<file path="src/rtl/multibyte_add_sequencer.sv">
`default_nettype none
// +--------------------------------------------------------------------------+
// | Module   : multibyte_add_sequencer                                       |
// | Purpose  : Feeds two NBYTES-wide operands to an external 8-bit ripple    |
// |            adder one byte per cycle, LSB first. Each byte's carry-out    |
// |            becomes the next byte's carry-in. The assembled sum, final    |
// |            carry and signed overflow are returned over valid/ready.      |
// | Ports    : clk, rst_n (async, active-low)                                |
// |            In_Valid/In_Ready, Op_A, Op_B, Cin_In   - operand handshake   |
// |            Adder_A/B/Cin0/Enable (enable active-low) - to the adder      |
// |            Adder_Sum, Adder_Cout8                  - from the adder      |
// |            Out_Valid/Out_Ready, Result, Cout_Out, Overflow - result      |
// | Options  : SUBTRACT_EN adds the Op_Sub input; when it is set the         |
// |            sequencer computes A - B (B inverted, carry-in forced to 1).  |
// | Revision : 1.0 - initial release                                         |
// +--------------------------------------------------------------------------+
module multibyte_add_sequencer #(
  parameter int NBYTES = 4
) (
  input  logic                clk,
  input  logic                rst_n,
  input  logic                In_Valid,
  output logic                In_Ready,
  input  logic [8*NBYTES-1:0] Op_A,
  input  logic [8*NBYTES-1:0] Op_B,
  input  logic                Cin_In,
`ifdef SUBTRACT_EN
  input  logic                Op_Sub,
`endif
  output logic [7:0]          Adder_A,
  output logic [7:0]          Adder_B,
  output logic                Adder_Cin0,
  output logic                Adder_Enable,
  input  logic [7:0]          Adder_Sum,
  input  logic                Adder_Cout8,
  output logic                Out_Valid,
  input  logic                Out_Ready,
  output logic [8*NBYTES-1:0] Result,
  output logic                Cout_Out,
  output logic                Overflow
);

  localparam int W     = 8 * NBYTES;
  localparam int IDX_W = $clog2(NBYTES);

  localparam logic [IDX_W-1:0] c_last_idx = IDX_W'(NBYTES - 1);

  typedef enum logic [1:0] {
    S_IDLE = 2'd0,
    S_ADD  = 2'd1,
    S_DONE = 2'd2
  } state_t;

  state_t             r_state;
  state_t             w_next_state;

  logic [W-1:0]       r_op_a;
  logic [W-1:0]       r_op_b;
  logic               r_carry;
  logic [IDX_W-1:0]   r_idx;
  logic [W-1:0]       r_result;
  logic               r_cout;
  logic               r_ovf;

  logic               w_sub;
  logic               w_accept;
  logic               w_last;
  logic [IDX_W+2:0]   w_bit_base;
  logic [7:0]         w_byte_a;
  logic [7:0]         w_byte_b;
  logic               w_a_msb;
  logic               w_b_msb;

`ifdef SUBTRACT_EN
  logic               r_sub;
  assign w_sub = r_sub;
`else
  assign w_sub = 1'b0;
`endif

  // Byte index scaled to a bit offset; width is exactly what addresses W bits.
  assign w_bit_base = {r_idx, 3'b000};
  assign w_byte_a   = r_op_a[w_bit_base +: 8];
  // Subtraction is A + ~B + 1: invert every B byte, carry seeded with 1.
  assign w_byte_b   = r_op_b[w_bit_base +: 8] ^ {8{w_sub}};
  assign w_last     = (r_idx == c_last_idx);
  assign w_accept   = (r_state == S_IDLE) && In_Valid;

  // Overflow is judged on the operand actually fed to the adder, so the
  // B sign bit is inverted for subtraction.
  assign w_a_msb    = r_op_a[W-1];
  assign w_b_msb    = r_op_b[W-1] ^ w_sub;

  // State register
  always_ff @(posedge clk or negedge rst_n) begin
    if (!rst_n) begin
      r_state <= S_IDLE;
    end else begin
      r_state <= w_next_state;
    end
  end

  // Next state and handshake/adder outputs
  always_comb begin
    w_next_state = r_state;
    In_Ready     = 1'b0;
    Out_Valid    = 1'b0;
    Adder_Enable = 1'b1;
    Adder_A      = 8'h00;
    Adder_B      = 8'h00;
    Adder_Cin0   = 1'b0;
    case (r_state)
      S_IDLE: begin
        In_Ready = 1'b1;
        if (In_Valid) begin
          w_next_state = S_ADD;
        end
      end
      S_ADD: begin
        Adder_Enable = 1'b0;
        Adder_A      = w_byte_a;
        Adder_B      = w_byte_b;
        Adder_Cin0   = r_carry;
        if (w_last) begin
          w_next_state = S_DONE;
        end
      end
      S_DONE: begin
        Out_Valid = 1'b1;
        if (Out_Ready) begin
          w_next_state = S_IDLE;
        end
      end
      default: begin
        w_next_state = S_IDLE;
      end
    endcase
  end

  // Operand capture and byte-serial accumulation
  always_ff @(posedge clk or negedge rst_n) begin
    if (!rst_n) begin
      r_op_a   <= '0;
      r_op_b   <= '0;
      r_carry  <= 1'b0;
      r_idx    <= '0;
      r_result <= '0;
      r_cout   <= 1'b0;
      r_ovf    <= 1'b0;
`ifdef SUBTRACT_EN
      r_sub    <= 1'b0;
`endif
    end else if (w_accept) begin
      r_op_a  <= Op_A;
      r_op_b  <= Op_B;
      r_idx   <= '0;
`ifdef SUBTRACT_EN
      r_sub   <= Op_Sub;
      r_carry <= Op_Sub | Cin_In;
      if (Op_Sub) begin
        r_carry <= 1'b1;
      end else begin
        r_carry <= Cin_In;
      end
`else
      r_carry <= Cin_In;
`endif
    end else if (r_state == S_ADD) begin
      // Adder_Sum is only trusted here, where the adder is enabled.
      r_result[w_bit_base +: 8] <= Adder_Sum;
      r_carry                   <= Adder_Cout8;
      if (w_last) begin
        r_idx  <= '0;
        r_cout <= Adder_Cout8;
        r_ovf  <= (w_a_msb == w_b_msb) && (Adder_Sum[7] != w_a_msb);
      end else begin
        r_idx  <= r_idx + IDX_W'(1);
      end
    end
  end

  assign Result   = r_result;
  assign Cout_Out = r_cout;
  assign Overflow = r_ovf;

endmodule
`default_nettype wire

</file>
<file path="config.mk">
export PLATFORM = sky130hd
export DESIGN_NAME = multibyte_add_sequencer
export DESIGN_NICKNAME = d
export VERILOG_FILES = /design/src/rtl/multibyte_add_sequencer.sv
export SDC_FILE = /design/constraint.sdc
export NUM_CORES = 1
export LEC_CHECK = 0
export BUFFER_PORTS_ARGS = -buffer_cell sky130_fd_sc_hd__buf_4
export CORE_UTILIZATION = 35
export DETAILED_ROUTE_END_ITERATION = 7
export SYNTH_ARGS = -nofsm -noshare
export SYNTH_HDL_FRONTEND = slang
export SYNTH_SLANG_ARGS = --single-unit
</file>
<file path="constraint.sdc">
create_clock -name clk -period 2.59 [get_ports clk]
set_input_delay 0.777 -clock clk [delete_from_list [all_inputs] [get_ports clk]]
set_output_delay 0.777 -clock clk [all_outputs]
set_load 0.02 [all_outputs]
</file>
======== Yosys cells after proc, flatten, opt, wreduce, memory -nomap -nowiden ========
Cells that the tools add are included.
storage, ports and cells
  flip-flop bits (word level) ............. 103
  input bits .............................. 78
  output and inout port bits .............. 54
cells by class
  $add $sub $neg .......................... 2
  equal/unequal tests ..................... 8
  shift-type cells ........................ 4
  multiplexer cells ....................... 16
  bitwise logic cells ..................... 1
  reductions and logical operators ........ 7
operators by type and width
  operator                number
  $shiftx 32x6->8         2
  $bwmux 32               1
  $shift 8x7->32 const A  1
  $shiftx 8x7->32         1
  $mux 8                  2
  $mux 2                  6
  $neg 5->7               1
  $mux 1                  6
  $ne 2x2->1 const B      3
  $pmux 2 s3              1
  $reduce_and 3->1        2
  $eq 2x2->1 const B      2
  $add 2x1->2 const B     1
  $eq 2x1->1 const B      1
  $logic_and 1x1->1       2
  $logic_not 2->1         1
  $reduce_and 2->1        1
  $reduce_bool 2->1       1
  $eq 1x1->1              1
  $ne 1x1->1              1
  $not 1->1               1

======== Logic depth before layout (Yosys ltp) ========
  depth in word-level cells ............... 4
  mapped depth ............................ 8
  mapped depth without buffers ............ 5

======== Worst setup path before layout ========
OpenSTA, ideal clock, no wires.
  kind .................................... reg2out
  start point ............................. register r_idx[0]
  end point ............................... output Adder_B[7]
  data arrival time ....................... 1.510 ns
  required time ........................... 1.813 ns
  path slack .............................. 0.303 ns
  stages on the path, launching flop included .. 5
  buffers on the path ..................... 2
  cell sequence ........................... dfrtp_1 > buf_2 > buf_6 > mux4_2 > and2_1
between the ends
  cells in the longest elaborated chain, start to end .. 2
ends and longest elaborated chain
  item                    line  text
  start, declared         60    logic [IDX_W-1:0] r_idx;
  start signal, assigned  177   r_idx <= r_idx + IDX_W'(1);
  $shiftx 32x6->8         85    assign w_byte_b = r_op_b[w_bit_base +: 8] ^ {8{w_sub}};
  $mux 8                  112   case (r_state)
  end, declared           31    output logic [7:0] Adder_B,
No other way between the ends.

======== Final worst setup path ========
  start point ............................. register r_idx[0]
  end point ............................... output Adder_A[0]
between the ends
  cells in the longest elaborated chain, start to end .. 2
ends and longest elaborated chain
  item             line  text
  $shiftx 32x6->8  83    assign w_byte_a = r_op_a[w_bit_base +: 8];
  $mux 8           112
  end, declared    30    output logic [7:0] Adder_A,
No other way between the ends.

==> metrics.csv <==
stage;metric;value;unit
logic_synthesis;biggest area consumer among synthesized cells;dfrtp_1;
logic_synthesis;Mapped Nets;523;
hold_path;Min-Delay Path Class;input pin to async pin;
clock_tree;CTS Root Cell;clkbuf_16;
timing;Final period util;97.59;%
logic_synthesis;syn_area_per_cell;10.35;sq um
clock_tree;Max Root-Sink Buffers;2;
logic_synthesis;yosys warns;0;
floorplan;site row count;41;
drt;post-route ant nets;0;
timing;setup tns final;0;ps
global_routing;global-route wire length before repair;18.13;mm
logic_synthesis;top cell type's share of synthesized area;56.72;%
timing;post-layout min period;2528;ps
global_routing;largest net degree at the start of global routing;64;
logic_synthesis;top cells by area, synth;dfrtp_1 (57%), nand2_1 (18%), mux4_2 (7.9%);
global_routing;total gr overflow;0;
setup_path;WP data arrival;1750;ps
logic_synthesis;Yosys cell types;30;
floorplan;core area;12620;sq um
drt;drt wl/cell;15.39;um
drt;DRC viols;0;
clock_tree;# hold bufs at CTS;0;
timing;final hold violations;0;
logic_synthesis;combinational family with the most area after synthesis;simple AND/OR/NAND/NOR gates;
placed_design;placed cell count;730;
logic_synthesis;fraction of the mapped netlist area in compound gates;6.470;%
logic_synthesis;sequential area share after synthesis;56.72;%
timing;RSZ-0062 raised after global routing;no;
timing;Worst Skew;6.059;ps
drt;DRT iter0 DRCs;222;
timing;final setup fails;0;
final_layout;share of cells above drive strength 1;32.52;%
power;Max VDD drop;0.5280;mV
global_routing;antenna violations before repair;0;
power;pwr/cell area;1289;nW/um^2
setup_path;Startpoint Class;register;
clock_tree;post-CTS sizing;0;
setup_path;Worst EP required;1810;ps
placed_design;DP HPWL;8.250;mm
logic_synthesis;Syn Inst Count;439;
placed_design;IO buf count;131;
floorplan;die width;115.9;um
clock_tree;Worst-Skew Late Latency;340;ps
placed_design;Placer Congestion;0.8068;
setup_path;CP Class;register to output pin;
logic_synthesis;Simple-Gate Fraction of Synth Area;23.87;%
drt;DR pass1 iterations;4;
timing;worst slew pin tran;549.9;ps
setup_path;critical path fanouts, max;13;
setup_path;worst path cell trace;buf_12 -> mux4_2 -> and2_1 -> buf_4;
timing;fin. max-slew vios;0;
timing;Fmax;395.6;MHz
drt;routed via count;3577;
clock_tree;CTS tree;yes;
timing;WHS;310.9;ps
flow_run;Max Cap Viol;0;
final_layout;Final nets;655;
logic_synthesis;mux contribution to synthesized area;8.425;%
floorplan;Initial Util;36.01;%
final_layout;n_diodes;0;
setup_path;Crit path largest cell delay;510;ps
global_routing;Tot GR Track Use;17.96;%
logic_synthesis;mapped cell area;4544;sq um
logic_synthesis;Synth Register Bits;103;
logic_synthesis;post-synthesis adder-cell area fraction;1.652;%
floorplan;Die Y;115.9;um
setup_path;slowest CP cell;mux4_2;
status;status;completed;
floorplan;DIE AREA;13440;sq um
power;Pleak;3.113;nW
final_layout;Non-Filler Instances;747;
clock_tree;CTS sink cnt;103;
drt;routed vias/inst;4.788;
clock_tree;CTS clk-pin slew, worst paths;70;ps
drt;routed wire length;11.50;mm
logic_synthesis;synthesized-area fraction occupied by xor and xnor cells;0;%
global_routing;vias in the first global route;3546;
clock_tree;CTS buffer count;9;
floorplan;IO Pins;132;
clock_tree;H-tree Lvls;3;
setup_path;Crit. End Element;output pin;
final_layout;Area growth syn-to-layout;32.98;%
timing;max_slew headroom;63.07;%
## cells in the mapped netlist, drive strengths merged
library cell / instances
a22o: 24
a22oi: 1
a32o: 2
and2: 17
and2b: 1
and4bb: 1
buf: 14
clkbuf: 9
dfrtp: 103
ha: 6
inv: 3
mux2: 2
mux4: 16
nand2: 212
nand2b: 5
nand3: 2
nand3b: 2
nor2: 1
nor2b: 1
nor3: 2
nor3b: 1
nor4: 3
o21ai: 7
o22ai: 1
o31ai: 2
or3b: 1
## sequential cells by signal, indices dropped and copies added, names as in the netlist
register	cells
Result	32
r_state	2
r_op_b	32
r_idx	2
r_op_a	32
r_carry	1
Overflow	1
Cout_Out	1
## critical path, delay by kind of cell, from the launching register on
kind          cells  cell delay [ps]
buf+inv           2              320
flops             1              390
mux               1              510
simple gates      1              180
## timing repair
| item | CTS | global route |
|---|---|---|
| pin swaps | 0 | 0 |
| setup buffers | 1 | 1 |
| endpoints found under the hold margin | 0 | 0 |
| endpoints found under the setup margin | 12 | 1 |
## metrics by stage
stage	setup slack, ps	instance area, sq um	utilization [%]	total power [W]
6_report	62.45	6043	47.89	0.007792
2_1_floorplan	302.9	4544	-	0.005124
3_5_place_dp	274.1	5741	45.49	0.006516
3_3_place_gp	300.3	5741	45.49	0.006417
4_1_cts	36.22	6036	47.83	0.007888
5_1_grt	0.7689	6043	47.89	0.008355
## logic make-up after synthesis
| group | Yosys count |
|---|---|
| fa+ha+maj | 6 |
| flops | 103 |
| mux | 18 |
| buf+inv | 26 |
| compound gates | 37 |
| simple gates | 249 |
## placed cells by master (no fill, tap or decap), types with 4 or more instances in the layout
master     count
nand2_1      212
buf_4        142
dfrtp_1      102
a22o_1        24
and2_1        17
mux4_2        16
clkbuf_16      9
ha_1           6
nand2b_1       5
o21ai_1        4
## path summary, 6_finish.rpt
check	start	endpoint	slack (ps)	cells past startpoint
setup / recovery	r_idx[0]	Adder_A[0]	60	4
hold / removal	rst_n	Result[12]	310	1
setup reg to reg	r_idx[0]	Result[7]	440	6
hold reg to reg	r_op_b[19]	r_op_b[19]	470	2
max in group asynchronous	rst_n	r_idx[0]	1640	2
min in group clk	r_op_b[19]	r_op_b[19]	470	2
## per-layer routing
| layer | up-vias | track usage [%] | part of all wire (%) |
|---|---|---|---|
| li1 | 1711 | - | - |
| met1 | 1753 | 24.69 | 45 |
| met2 | 99 | 27.62 | 48 |
| met3 | 14 | 4.184 | 5.3 |
| met4 | 0 | 6.923 | 1.5 |
| met5 | - | 0 | 0 |
## layout make-up
type / count / area [sq um]
clock inverters: 6 / 62.56
fillers: 1224 / 6576
clock buffers: 9 / 225.2
inverters: 3 / 13.76
flip-flops and latches: 103 / 2579
multi-input cells: 310 / 1842
well taps: 172 / 215.2
repair buffers: 144 / 1106
## power by group
part           internal, W  switching [W]
Combinational      0.00167        0.00200
Clock             0.000740       0.000590
Sequential         0.00235       0.000451
Total              0.00476        0.00304
Power figures use the tool's default switching activity.
